==> src/rtl/axis_pkg.sv <==
`default_nettype none
// ============================================================================
// Module   : axis_pkg
// Purpose  : Shared sizing helpers for the AXI-Stream register-slice pipeline.
//            A beat is packed as {last, user, data}, with data in the LSBs.
// Ports    : none (package)
// Revision : 1.0 - initial release
// ============================================================================
package axis_pkg;

    // Occupancy counter width able to represent 0 .. 2*depth inclusive.
    function automatic int occ_w(input int depth);
        return $clog2(2 * depth + 1);
    endfunction

    // Packed beat width for the {last, user, data} layout.
    function automatic int beat_w(input int dw, input int uw);
        return dw + uw + 1;
    endfunction

endpackage
`default_nettype wire

==> src/rtl/axis_if.sv <==
`default_nettype none
// ============================================================================
// Module   : axis_if
// Purpose  : AXI-Stream bundle (TVALID/TREADY/TDATA/TUSER/TLAST).
// Ports    : master modport drives valid/payload and samples ready;
//            slave modport samples valid/payload and drives ready.
// Revision : 1.0 - initial release
// ============================================================================
interface axis_if #(
    parameter int DW = 16,
    parameter int UW = 1
);
    logic          tvalid;
    logic          tready;
    logic [DW-1:0] tdata;
    logic [UW-1:0] tuser;
    logic          tlast;

    modport master (output tvalid, output tdata, output tuser, output tlast,
                    input  tready);
    modport slave  (input  tvalid, input  tdata, input  tuser, input  tlast,
                    output tready);
endinterface
`default_nettype wire

==> src/rtl/axis_skid_stage.sv <==
`default_nettype none
// ============================================================================
// Module   : axis_skid_stage
// Purpose  : One full-throughput skid-buffer stage. A main register feeds the
//            output; a skid register catches the beat accepted in the cycle
//            the output stalls. Upstream ready is registered (!skid_valid).
// Ports    : clk, rst (async, active-high)
//            s_axis - upstream stream (slave modport)
//            m_axis - downstream stream (master modport)
// Revision : 1.0 - initial release
// ============================================================================
module axis_skid_stage
    import axis_pkg::*;
#(
    parameter int DW           = 16,
    parameter int UW           = 1,
    parameter int OPT_LOWPOWER = 0
) (
    input  wire logic clk,
    input  wire logic rst,
    axis_if.slave     s_axis,
    axis_if.master    m_axis
);
    localparam int BW = beat_w(DW, UW);

    logic          out_valid_q, out_valid_d;
    logic          skid_valid_q, skid_valid_d;
    logic          ready_q, ready_d;
    logic [BW-1:0] main_q, main_d;
    logic [BW-1:0] skid_q, skid_d;

    logic [BW-1:0] w_in_beat;
    logic          w_in_fire;
    logic          w_load;

    assign w_in_beat = {s_axis.tlast, s_axis.tuser, s_axis.tdata};
    assign w_in_fire = s_axis.tvalid & ready_q;
    // Main register may take a new beat when empty or being drained.
    assign w_load    = !out_valid_q || m_axis.tready;

    always_comb begin
        out_valid_d  = out_valid_q;
        main_d       = main_q;
        skid_valid_d = skid_valid_q;
        skid_d       = skid_q;
        if (w_load) begin
            if (skid_valid_q) begin
                // Skid holds the older beat: it must go out first.
                out_valid_d  = 1'b1;
                main_d       = skid_q;
                skid_valid_d = 1'b0;
                if (OPT_LOWPOWER != 0) begin
                    skid_d = '0;
                end
            end else begin
                out_valid_d = w_in_fire;
                main_d      = w_in_beat;
                if ((OPT_LOWPOWER != 0) && !w_in_fire) begin
                    main_d = '0;
                end
            end
        end else if (w_in_fire) begin
            skid_valid_d = 1'b1;
            skid_d       = w_in_beat;
        end
        // Ready looks only at local state, never at downstream ready.
        ready_d = !skid_valid_d;
    end

    always_ff @(posedge clk or posedge rst) begin
        if (rst) begin
            out_valid_q  <= 1'b0;
            skid_valid_q <= 1'b0;
            ready_q      <= 1'b0;
            main_q       <= '0;
            skid_q       <= '0;
        end else begin
            out_valid_q  <= out_valid_d;
            skid_valid_q <= skid_valid_d;
            ready_q      <= ready_d;
            main_q       <= main_d;
            skid_q       <= skid_d;
        end
    end

    assign s_axis.tready = ready_q;
    assign m_axis.tvalid = out_valid_q;
    assign {m_axis.tlast, m_axis.tuser, m_axis.tdata} = main_q;

endmodule
`default_nettype wire

==> src/rtl/axis_pipeline.sv <==
`default_nettype none
// ============================================================================
// Module   : axis_pipeline
// Purpose  : DEPTH skid stages in series forming a 1 beat/cycle AXI-Stream
//            register slice with registered TVALID/TREADY at every stage and
//            an occupancy counter (0 .. 2*DEPTH).
// Ports    : S_AXI_ACLK   - clock
//            S_AXI_ARESET - async active-high reset
//            S_AXIS       - upstream stream (slave modport)
//            M_AXIS       - downstream stream (master modport)
//            o_occupancy  - beats currently held
// Revision : 1.0 - initial release
// ============================================================================
module axis_pipeline
    import axis_pkg::*;
#(
    parameter int DW           = 16,
    parameter int UW           = 1,
    parameter int DEPTH        = 2,
    parameter int OPT_LOWPOWER = 0
) (
    input  wire logic                    S_AXI_ACLK,
    input  wire logic                    S_AXI_ARESET,
    axis_if.slave                        S_AXIS,
    axis_if.master                       M_AXIS,
    output logic [occ_w(DEPTH)-1:0]      o_occupancy
);
    localparam int OW = occ_w(DEPTH);

    // Link k feeds stage k; link DEPTH is the output of the last stage.
    axis_if #(.DW(DW), .UW(UW)) w_link [0:DEPTH] ();

    assign w_link[0].tvalid = S_AXIS.tvalid;
    assign w_link[0].tdata  = S_AXIS.tdata;
    assign w_link[0].tuser  = S_AXIS.tuser;
    assign w_link[0].tlast  = S_AXIS.tlast;
    assign S_AXIS.tready    = w_link[0].tready;

    assign M_AXIS.tvalid        = w_link[DEPTH].tvalid;
    assign M_AXIS.tdata         = w_link[DEPTH].tdata;
    assign M_AXIS.tuser         = w_link[DEPTH].tuser;
    assign M_AXIS.tlast         = w_link[DEPTH].tlast;
    assign w_link[DEPTH].tready = M_AXIS.tready;

    for (genvar i = 0; i < DEPTH; i++) begin : g_stage
        axis_skid_stage #(
            .DW           (DW),
            .UW           (UW),
            .OPT_LOWPOWER (OPT_LOWPOWER)
        ) u_stage (
            .clk    (S_AXI_ACLK),
            .rst    (S_AXI_ARESET),
            .s_axis (w_link[i]),
            .m_axis (w_link[i+1])
        );
    end

    logic          w_in_fire;
    logic          w_out_fire;
    logic [OW-1:0] occ_q, occ_d;

    assign w_in_fire  = S_AXIS.tvalid & w_link[0].tready;
    assign w_out_fire = w_link[DEPTH].tvalid & M_AXIS.tready;

    always_comb begin
        occ_d = occ_q;
        if (w_in_fire && !w_out_fire) begin
            occ_d = occ_q + OW'(1);
        end else if (!w_in_fire && w_out_fire) begin
            occ_d = occ_q - OW'(1);
        end
    end

    always_ff @(posedge S_AXI_ACLK or posedge S_AXI_ARESET) begin
        if (S_AXI_ARESET) begin
            occ_q <= '0;
        end else begin
            occ_q <= occ_d;
        end
    end

    assign o_occupancy = occ_q;

endmodule
`default_nettype wire

==> src/flat_wrapper.sv <==
// flat-port wrapper written by rule: the top's interface ports become plain ports
module axis_pipeline_flat import axis_pkg::*;
#(
    parameter int DW           = 16,
    parameter int UW           = 1,
    parameter int DEPTH        = 2,
    parameter int OPT_LOWPOWER = 0
)
  (S_AXI_ACLK, S_AXI_ARESET, o_occupancy, S_AXIS_tvalid, S_AXIS_tdata, S_AXIS_tuser, S_AXIS_tlast, S_AXIS_tready, M_AXIS_tvalid, M_AXIS_tdata, M_AXIS_tuser, M_AXIS_tlast, M_AXIS_tready);
  axis_if #(.DW(DW), .UW(UW)) S_AXIS_i ();
  axis_if #(.DW(DW), .UW(UW)) M_AXIS_i ();
  input  wire logic S_AXI_ACLK;
  input  wire logic S_AXI_ARESET;
  output logic [occ_w(DEPTH)-1:0] o_occupancy;
  input wire logic [$bits(S_AXIS_i.tvalid)-1:0] S_AXIS_tvalid;
  input wire logic [$bits(S_AXIS_i.tdata)-1:0] S_AXIS_tdata;
  input wire logic [$bits(S_AXIS_i.tuser)-1:0] S_AXIS_tuser;
  input wire logic [$bits(S_AXIS_i.tlast)-1:0] S_AXIS_tlast;
  output wire logic [$bits(S_AXIS_i.tready)-1:0] S_AXIS_tready;
  output wire logic [$bits(M_AXIS_i.tvalid)-1:0] M_AXIS_tvalid;
  output wire logic [$bits(M_AXIS_i.tdata)-1:0] M_AXIS_tdata;
  output wire logic [$bits(M_AXIS_i.tuser)-1:0] M_AXIS_tuser;
  output wire logic [$bits(M_AXIS_i.tlast)-1:0] M_AXIS_tlast;
  input wire logic [$bits(M_AXIS_i.tready)-1:0] M_AXIS_tready;
  assign S_AXIS_i.tvalid = S_AXIS_tvalid;
  assign S_AXIS_i.tdata = S_AXIS_tdata;
  assign S_AXIS_i.tuser = S_AXIS_tuser;
  assign S_AXIS_i.tlast = S_AXIS_tlast;
  assign S_AXIS_tready = S_AXIS_i.tready;
  assign M_AXIS_tvalid = M_AXIS_i.tvalid;
  assign M_AXIS_tdata = M_AXIS_i.tdata;
  assign M_AXIS_tuser = M_AXIS_i.tuser;
  assign M_AXIS_tlast = M_AXIS_i.tlast;
  assign M_AXIS_i.tready = M_AXIS_tready;
  axis_pipeline #(.DW(DW), .UW(UW), .DEPTH(DEPTH), .OPT_LOWPOWER(OPT_LOWPOWER)) u_core (.S_AXI_ACLK(S_AXI_ACLK), .S_AXI_ARESET(S_AXI_ARESET), .S_AXIS(S_AXIS_i), .M_AXIS(M_AXIS_i), .o_occupancy(o_occupancy));
endmodule
==> config.mk <==
export PLATFORM = sky130hd
export DESIGN_NAME = axis_pipeline_flat
export DESIGN_NICKNAME = d
export VERILOG_FILES = /design/src/rtl/axis_pkg.sv /design/src/rtl/axis_if.sv /design/src/rtl/axis_skid_stage.sv /design/src/rtl/axis_pipeline.sv /design/src/flat_wrapper.sv
export SDC_FILE = /design/constraint.sdc
export NUM_CORES = 1
export LEC_CHECK = 0
export BUFFER_PORTS_ARGS = -buffer_cell sky130_fd_sc_hd__buf_2
export CAP_MARGIN = 5
export CORE_ASPECT_RATIO = 1.75
export CORE_UTILIZATION = 61
export CTS_CLUSTER_DIAMETER = 80
export DETAILED_ROUTE_END_ITERATION = 8
export PLACE_DENSITY_LB_ADDON = 0.25
export RECOVER_POWER = 25
export SYNTH_ARGS = -nofsm -noshare
export SYNTH_HDL_FRONTEND = slang
export SYNTH_SLANG_ARGS = --single-unit
==> constraint.sdc <==
create_clock -name S_AXI_ACLK -period 4.6 [get_ports S_AXI_ACLK]
set_input_delay 0.69 -clock S_AXI_ACLK [delete_from_list [all_inputs] [get_ports S_AXI_ACLK]]
set_output_delay 0.69 -clock S_AXI_ACLK [all_outputs]
set_load 0.005 [all_outputs]
# Word level (Yosys, flattened, before mapping)
# Cells that the tools add are included.
[classes] addsub=2 muxes=10 n_bitwise=5 n_reduce_logical=13
[op_table] cell="18-bit two-way mux" n=2
[op_table] cell="1-bit zero test" n=6
[op_table] cell="1-bit two-way mux" n=6
[op_table] cell="3-bit two-way mux" n=2
[op_table] cell="2-bit AND reduction" n=2
[op_table] cell="3-bit by 1-bit adder with 3-bit output (second input constant)" n=1
[op_table] cell="1-bit bitwise AND" n=3
[op_table] cell="3-bit by 1-bit subtractor with 3-bit output (second input constant)" n=1
[op_table] cell="1-bit logical AND" n=2
[op_table] cell="1-bit logical OR" n=2
[op_table] cell="1-bit NOT" n=2
[op_table] cell="2-bit nonzero test" n=1
[word_totals] ff_bits=81 in_bits=22 output_inout_bits=23 elab_cells=41

# Logic depth before layout (Yosys ltp)
# Gate-level depths: netlist of the first run.
[logic_depth] depth_word=5 mapped_depth=7 ltp_nobuf=7

# Modules after synthesis
# From an unflattened synthesis of the first run, not the netlist that was laid out.
[hier_totals] hier_cells=224 area_unflattened_um2=3602.2
[by_module_without_submodules] mod="axis_skid_stage" n_inst=2 cells_each=105 area_per_inst_um2=1717.9
[by_module_without_submodules] mod="axis_pipeline" n_inst=1 cells_each=14 area_per_inst_um2=166.4

# Worst setup path after synthesis of the first run
# No wires, ideal clock.
[synth_timing] path_kind="input to register" start="input port S_AXIS_tvalid" end="register u_core.occ_q[2] (netlist: u_core.o_occupancy[2])" setup_time_ns=0.079 arrival_time_ns=1.830 required_ns=4.521 path_slack_ns=2.690 stages=7 n_path_buf=0 path_cell_list="and2_4 -> ha_1 -> inv_1 -> fa_1 -> xor2_1 -> nor2_1 -> xor2_1"
[synth_between] elab_chain_cells=4 word_cells_on_any_way=6 classes_between="1 x mux; 1 x bitwise; 4 x reduce/logical"
[synth_rtl] element="start: declaration" line="flat_wrapper.sv:15" text="input wire logic [$bits(S_AXIS_i.tvalid)-1:0] S_AXIS_tvalid;"
[synth_rtl] element="1-bit bitwise AND (*)" line="axis_pipeline.sv:62" text="assign w_in_fire = S_AXIS.tvalid & w_link[0].tready;"
[synth_rtl] element="1-bit zero test" line="axis_pipeline.sv:69" text="end else if (!w_in_fire && w_out_fire) begin"
[synth_rtl] element="1-bit logical AND" line="axis_pipeline.sv:69"
[synth_rtl] element="2-bit nonzero test (no line)"
[synth_rtl] element="end signal: assignment" line="axis_pipeline.sv:76" text="occ_q <= '0;"
[synth_rtl] element="end signal: assignment" line="axis_pipeline.sv:78" text="occ_q <= occ_d;"
[synth_rtl] element="end: declaration" line="axis_pipeline.sv:60" text="logic [OW-1:0] occ_q, occ_d;"
# Mark *: on every way between the ends. The rest lies on a longest branch, timed or not.
# A chain may end at the register's enable or synchronous reset.

==> flow_summary_export.csv, run 1 <==
group,metric,value,unit
timing,max_freq,0.4246,GHz
die,die_height,101.8,um
synthesis,synth_top_cell_by_area,"sky130_fd_sc_hd__dfrtp_1",
timing,post-route-worst-setup-slack,2.245,ns
worst_hold_path,worstHoldPathCells,2,
final_layout,area_delta_synth_final,13.10,%
worst_setup_path,critical_path.endpoint_type,"async pin",
timing,layout_worst_path_cycle_share,51.20,%
clock_network,post-cts-setup-buffers,0,
synthesis,post_synth.cell_area_avg,13.14,um2
grt,grt_first_pass_wirelength,9.045,mm
grt,grt_antenna_before_repair,0,
drt,number_of_detailed_routing_iterations_run_before_antenna_repair,6,
worst_setup_path,critical_path_cell_sequence,"buf_2 -> clkinvlp_2 -> clkbuf_2",
clock_network,cts.sink_count,81,
synthesis,ys_top_cells_by_area,"sky130_fd_sc_hd__dfrtp_1 58%, sky130_fd_sc_hd__mux2i_1 10%, sky130_fd_sc_hd__mux2_4 8.7%",
status,violations,"DRC",
drt,routed_wirelength,5.163,mm
timing,max-slew-margin-rel,14.34,%
clock_network,cts_tree,"built",
worst_setup_path,rr_endpoint,"u_core.o_occupancy[2]",
synthesis,ys_warn_count,0,
final_layout,mostFrequentLayoutCell,"sky130_fd_sc_hd__dfrtp_1",
pwr,p_leak,1.793,nW
final_layout,final_design_area_no_fill,0.003923,mm2
clock_network,path_clk_slew,0.07,ns
synthesis,yosysSeqAreaShare,58.44,%
timing,timing_max_transition_violations_final,0,
pwr,power.ir.vdd_worst,0.0003888,V
clock_network,numCtsBuffers,9,
die,design.die.area,0.006003,mm2
synthesis,synth_top_area_share,58.44,%
final_layout,nNetsFinal,332,
drt,drt-initial-drc-count,63,
worst_setup_path,critical_path.max_stage_delay,1.04,ns
die,design.portCount,45,
grt,globalRoute.totalOverflow,0,
timing,worst_clock_skew,0.004438,ns
timing,fin_setup_tns,0,ns
clock_network,cts-resized-gates,0,
drt,drt_wl_cell,13.27,um
grt,first_global_vias,1958,
synthesis,postSynthCellCount,264,
grt,track_usage,20.51,%
placed_design,routabilityCongestion,0.6500,
pwr,power_total,2.407,mW
final_layout,final_cell_mix,"81 x sky130_fd_sc_hd__dfrtp_1, 44 x sky130_fd_sc_hd__buf_2, 39 x sky130_fd_sc_hd__nand2_1",
worst_setup_path,worst_path_required,4.87,ns
die,row_count,36,
final_layout,sequential_cell_area,0.002027,mm2
die,chipWidth,59,um
clock_network,ctsLongestPathBuffers,2,
clock_network,clock_tree.root_cell,"sky130_fd_sc_hd__clkbuf_8",
clock_network,clk-insertion-delay-late,0.34,ns
timing,tightestPinTransition,1.278,ns
worst_setup_path,path_class,"input pin to async pin",
timing,setup_violations_final,0,
final_layout,area_occupied_by_multi_input_gates,0.001336,mm2
worst_hold_path,holdPathEnd,"u_core.g_stage[1].u_stage.main_q[5]",
grt,largest_net_degree_at_the_start_of_global_routing,52,
drt,via_per_inst,5.141,
die,floorplan.initialDensity,62.60,%
pwr,power_density,613.7,mW/mm2
placed_design,buffer_ports.inserted,44,
drt,drc,1,
worst_setup_path,cp.arrival,2.62,ns
worst_setup_path,reg2reg_depth,7,
worst_setup_path,path_max_fanout,51,
timing,period_needed,2.355,ns
synthesis,syn_nets,288,
synthesis,synth.distinct_cells,23,
clock_network,htreeDepth,3,
worst_setup_path,crit_path_start_kind,"input pin",
timing,hold_violations,0,
status,outcome,"complete, but fails checks",
worst_setup_path,reg2reg_from,"u_core.g_stage[0].u_stage.s_axis.tready",
run,max-cap-violations,0,
synthesis,ys_seq_elements,81,
timing,rsz_0062_raised_after_global_routing,"no",
die,core_area,0.005540,mm2
final_layout,antennaDiodeCount,0,
worst_hold_path,hold_path.startpoint,"u_core.g_stage[1].u_stage.main_q[5]",
worst_hold_path,timing.hold.worst.class,"flop to flop",
placed_design,detailedPlacementHpwl,3.532,mm
placed_design,postPlaceCellArea,0.003720,mm2
drt,route.antenna.remaining_nets,0,
worst_setup_path,setup.reg_to_reg.worst_slack,2.69,ns
final_layout,final_layout_size_suffix_gt1_share,32.91,%
drt,via_count,2000,
synthesis,syn_area,0.003468,mm2
placed_design,pre_cts_slack,2.514,ns
worst_setup_path,crit_slowest_cell,"sky130_fd_sc_hd__clkbuf_2",
clock_network,cts_hold_buffers,0,
final_layout,final_core_utilization,70.80,%
final_layout,fill_cells,424,
state kept, by name (all words and copies together), names as in the netlist:
name and count:
u_core.g_stage.u_stage.m_axis.tvalid 2, u_core.o_occupancy 3, u_core.g_stage.u_stage.s_axis.tready 2, u_core.g_stage.u_stage.skid_q 36
u_core.g_stage.u_stage.main_q 36, u_core.g_stage.u_stage.skid_valid_q 2
cell families after synthesis:
kind of cell	Yosys count	synth area share [%]
fa+ha+maj	2	0.9379
simple gates	49	6.855
compound gates	38	5.483
flops	81	58.44
xor+xnor	3	0.7577
buf+inv	18	2.958
mux	73	24.57
synth_stat cells:
cell type,instances
sky130_fd_sc_hd__o21ai_0,37
sky130_fd_sc_hd__nand2_1,39
sky130_fd_sc_hd__nand2_8,1
sky130_fd_sc_hd__buf_6,3
sky130_fd_sc_hd__ha_1,1
sky130_fd_sc_hd__and2_4,1
sky130_fd_sc_hd__inv_1,4
sky130_fd_sc_hd__mux2i_1,36
sky130_fd_sc_hd__buf_2,4
sky130_fd_sc_hd__mux2_2,17
sky130_fd_sc_hd__xor2_1,2
sky130_fd_sc_hd__nand3_4,1
sky130_fd_sc_hd__mux2_4,20
sky130_fd_sc_hd__clkbuf_1,5
sky130_fd_sc_hd__nand2b_1,2
sky130_fd_sc_hd__buf_4,2
sky130_fd_sc_hd__dfrtp_1,81
sky130_fd_sc_hd__xnor2_1,1
sky130_fd_sc_hd__a21oi_1,1
sky130_fd_sc_hd__fa_1,1
sky130_fd_sc_hd__nor2b_2,2
sky130_fd_sc_hd__nor2_1,2
sky130_fd_sc_hd__or2b_1,1
metrics by stage:
step	hold slack, ns	std cells
after floorplan	0.4647	264
after CTS	0.3533	389
after global placement	0.4569	373
after global routing	0.5049	389
after detailed placement	0.4646	373
final	0.4730	389
worst max path at each step:
stage | startpoint | end | slack, ns | cells past startpoint
2_1_floorplan | S_AXI_ARESET | u_core.g_stage[0].u_stage.m_axis.tvalid | 1.83 | 1
3_3_place_gp | M_AXIS_tready | u_core.g_stage[1].u_stage.skid_q[7] | 2.56 | 5
3_5_place_dp | S_AXIS_tvalid | u_core.o_occupancy[2] | 2.51 | 8
4_1_cts | M_AXIS_tready | u_core.g_stage[1].u_stage.skid_q[7] | 2.89 | 5
5_1_grt | S_AXI_ARESET | u_core.g_stage[0].u_stage.skid_q[3] | 1.78 | 3
6_report | S_AXI_ARESET | u_core.g_stage[0].u_stage.skid_q[9] | 2.24 | 3
layer usage:
metal,vias to the layer above,routed length [um],track usage (%)
met5,-,0,0
met4,0,68,9.890
met2,41,2371,29.11
li1,994,-,-
met3,6,177,5.747
met1,959,2546,29.08
area by class of cell:
| type | count | share of cell area, % |
|---|---|---|
| sequential | 81 | 51.67 |
| timing repair buffer | 47 | 6.124 |
| tap | 76 | 2.424 |
| multi-input combinational | 165 | 34.07 |
| inverter | 4 | 0.4147 |
| clock inverter | 2 | 0.8931 |
| clock buffer | 14 | 4.402 |
critical path, delay by kind of cell:
family	cells	cell delay, ns
buf+inv	3	1.88
report_power, final:
part	switching (mW)	internal (mW)	leakage, nW
clock	0.231	0.295	0.107
sequential	0.207	1.02	0.965
combinational	0.252	0.402	0.721
Note: power is estimated with default switching activity, not from simulation.
==> run 2: changes to the inputs <==
Settings changed: CORE_UTILIZATION 61 to 51.
Clock period 4.6 ns to 2 ns, I/O delays scaled along.
==> run 2 against run 1 <==
Compared with the run above: the flow now finishes without violations; via count down 0.20%; clock skew about the same; first-iteration DRC count up 35%; worst setup slack got worse by 1.9 ns; clock-buffer cell count shrank 2; sequential power up 130%; design area increased by 4.0%; combinational power up 140%; critical endpoint is now u_core.o_occupancy[2]; largest cell class unchanged; largest power group unchanged.
==> flow_summary_export.csv, run 2 (synthesis gave the netlist of run 1 again) <==
group,metric,value,unit
placed_design,postPlaceCellArea,0.003785,mm2
drt,drc,0,
drt,drt_wl_cell,13.57,um
die,core_area,0.006539,mm2
grt,globalRoute.totalOverflow,0,
timing,period_needed,1.657,ns
placed_design,routabilityCongestion,0.6962,
worst_setup_path,reg2reg_depth,7,
drt,number_of_detailed_routing_iterations_run_before_antenna_repair,4,
worst_setup_path,path_class,"flop to flop",
placed_design,pre_cts_slack,0.3222,ns
worst_setup_path,critical_path.endpoint_type,"flop",
final_layout,final_design_area_no_fill,0.004080,mm2
final_layout,final_layout_size_suffix_gt1_share,32.81,%
clock_network,ctsLongestPathBuffers,2,
timing,hold_violations,0,
final_layout,antennaDiodeCount,0,
pwr,p_leak,1.861,nW
final_layout,stdcell_count,399,
timing,rsz_0062_raised_after_global_routing,"no",
clock_network,clock_tree.root_cell,"sky130_fd_sc_hd__clkbuf_16",
drt,route.antenna.remaining_nets,0,
clock_network,cts.sink_count,81,
timing,fin_setup_tns,0,ns
die,floorplan.initialDensity,53.04,%
die,row_count,39,
timing,setup_violations_final,0,
die,chipWidth,64.34,um
timing,worst_clock_skew,0.004214,ns
pwr,power_total,5.953,mW
worst_setup_path,cp.arrival,1.91,ns
grt,grt_first_pass_wirelength,9.680,mm
timing,layout_worst_path_cycle_share,82.87,%
clock_network,path_clk_slew,0.06,ns
drt,routed_wirelength,5.413,mm
timing,timing_max_transition_violations_final,0,
clock_network,post-cts-setup-buffers,0,
drt,via_per_inst,5.003,
worst_setup_path,worst_path_required,2.25,ns
die,die_height,111.1,um
placed_design,dp.cells,383,
placed_design,buffer_ports.inserted,44,
timing,max_freq,0.6034,GHz
timing,max-slew-margin-rel,42.10,%
placed_design,detailedPlacementHpwl,3.727,mm
clock_network,cts_tree,"built",
clock_network,clk-insertion-delay-late,0.33,ns
final_layout,final_core_utilization,62.40,%
clock_network,htreeDepth,3,
die,design.portCount,45,
final_layout,mostFrequentLayoutCell,"sky130_fd_sc_hd__dfrtp_1",
final_layout,area_delta_synth_final,17.64,%
grt,grt_antenna_before_repair,0,
pwr,power.ir.vdd_worst,0.0007030,V
timing,tightestPinTransition,0.8637,ns
timing,fin_worst_hold_slack,0.2172,ns
final_layout,nNetsFinal,337,
timing,post-route-worst-setup-slack,0.3426,ns
drt,via_count,1996,
final_layout,final_cell_mix,"81 x sky130_fd_sc_hd__dfrtp_1, 42 x sky130_fd_sc_hd__buf_2, 39 x sky130_fd_sc_hd__nand2_1",
drt,drt-initial-drc-count,85,
worst_hold_path,timing.hold.worst.class,"input pin to flop",
grt,first_global_vias,2062,
status,outcome,"finished, final reports clean",
worst_setup_path,crit_path_start_kind,"flop",
grt,largest_net_degree_at_the_start_of_global_routing,39,
clock_network,numCtsBuffers,9,
worst_setup_path,path_max_fanout,4,
grt,track_usage,17.73,%
worst_hold_path,worstHoldPathCells,2,
run,max-cap-violations,0,
pwr,power_density,1459,mW/mm2
die,design.die.area,0.007148,mm2
## run 2: where the power goes
group          switching (mW)  internal (mW)
Combinational           0.618          0.939
Sequential              0.437           2.35
Clock                   0.584           1.02
## run 2: worst max-delay path, stage by stage (launching register included)
cell and delay [ns]:
sky130_fd_sc_hd__dfrtp_1 0.34, sky130_fd_sc_hd__and2_4 0.19, sky130_fd_sc_hd__ha_1 0.19, sky130_fd_sc_hd__inv_1 0.06
sky130_fd_sc_hd__fa_1 0.37, sky130_fd_sc_hd__xor2_1 0.15, sky130_fd_sc_hd__nor2_1 0.13, sky130_fd_sc_hd__xor2_1 0.15
## run 2: final cells by class
class	instances	area, um2
clock buffers	12	256.5
clock inverters	3	40.04
fillers	559	2459
inverters	4	16.27
multi-input cells	165	1336
flip-flops and latches	81	2027
well taps	82	102.6
repair buffers	52	301.5
## run 2: final timing paths
check                                                         from                              endpoint  slack [ns]
setup reg to reg           u_core.g_stage[0].u_stage.s_axis.tready                 u_core.o_occupancy[2]        0.34
setup / recovery           u_core.g_stage[0].u_stage.s_axis.tready                 u_core.o_occupancy[2]        0.34
min in group asynchronous                             S_AXI_ARESET   u_core.g_stage[1].u_stage.skid_q[2]        0.65
hold reg to reg                              u_core.o_occupancy[2]                 u_core.o_occupancy[2]        0.46
hold / removal                                        S_AXIS_tuser  u_core.g_stage[0].u_stage.skid_q[16]        0.22
max in group asynchronous                             S_AXI_ARESET   u_core.g_stage[0].u_stage.main_q[8]        0.45
## run 2: timing repair
action                                 4_1_cts  5_1_grt
hold buffers                                 1        0
resized for setup                            0        0
endpoints found under the hold margin       16        0
## run 2: per-layer routing
metal  routed length [um]  vias up  GRT usage, %
met5                    0        -             0
met4                   91        0         8.444
met3                  219        9         4.733
met2                 2578       44         27.23
met1                 2524      944         23.08
li1                     -      999             -
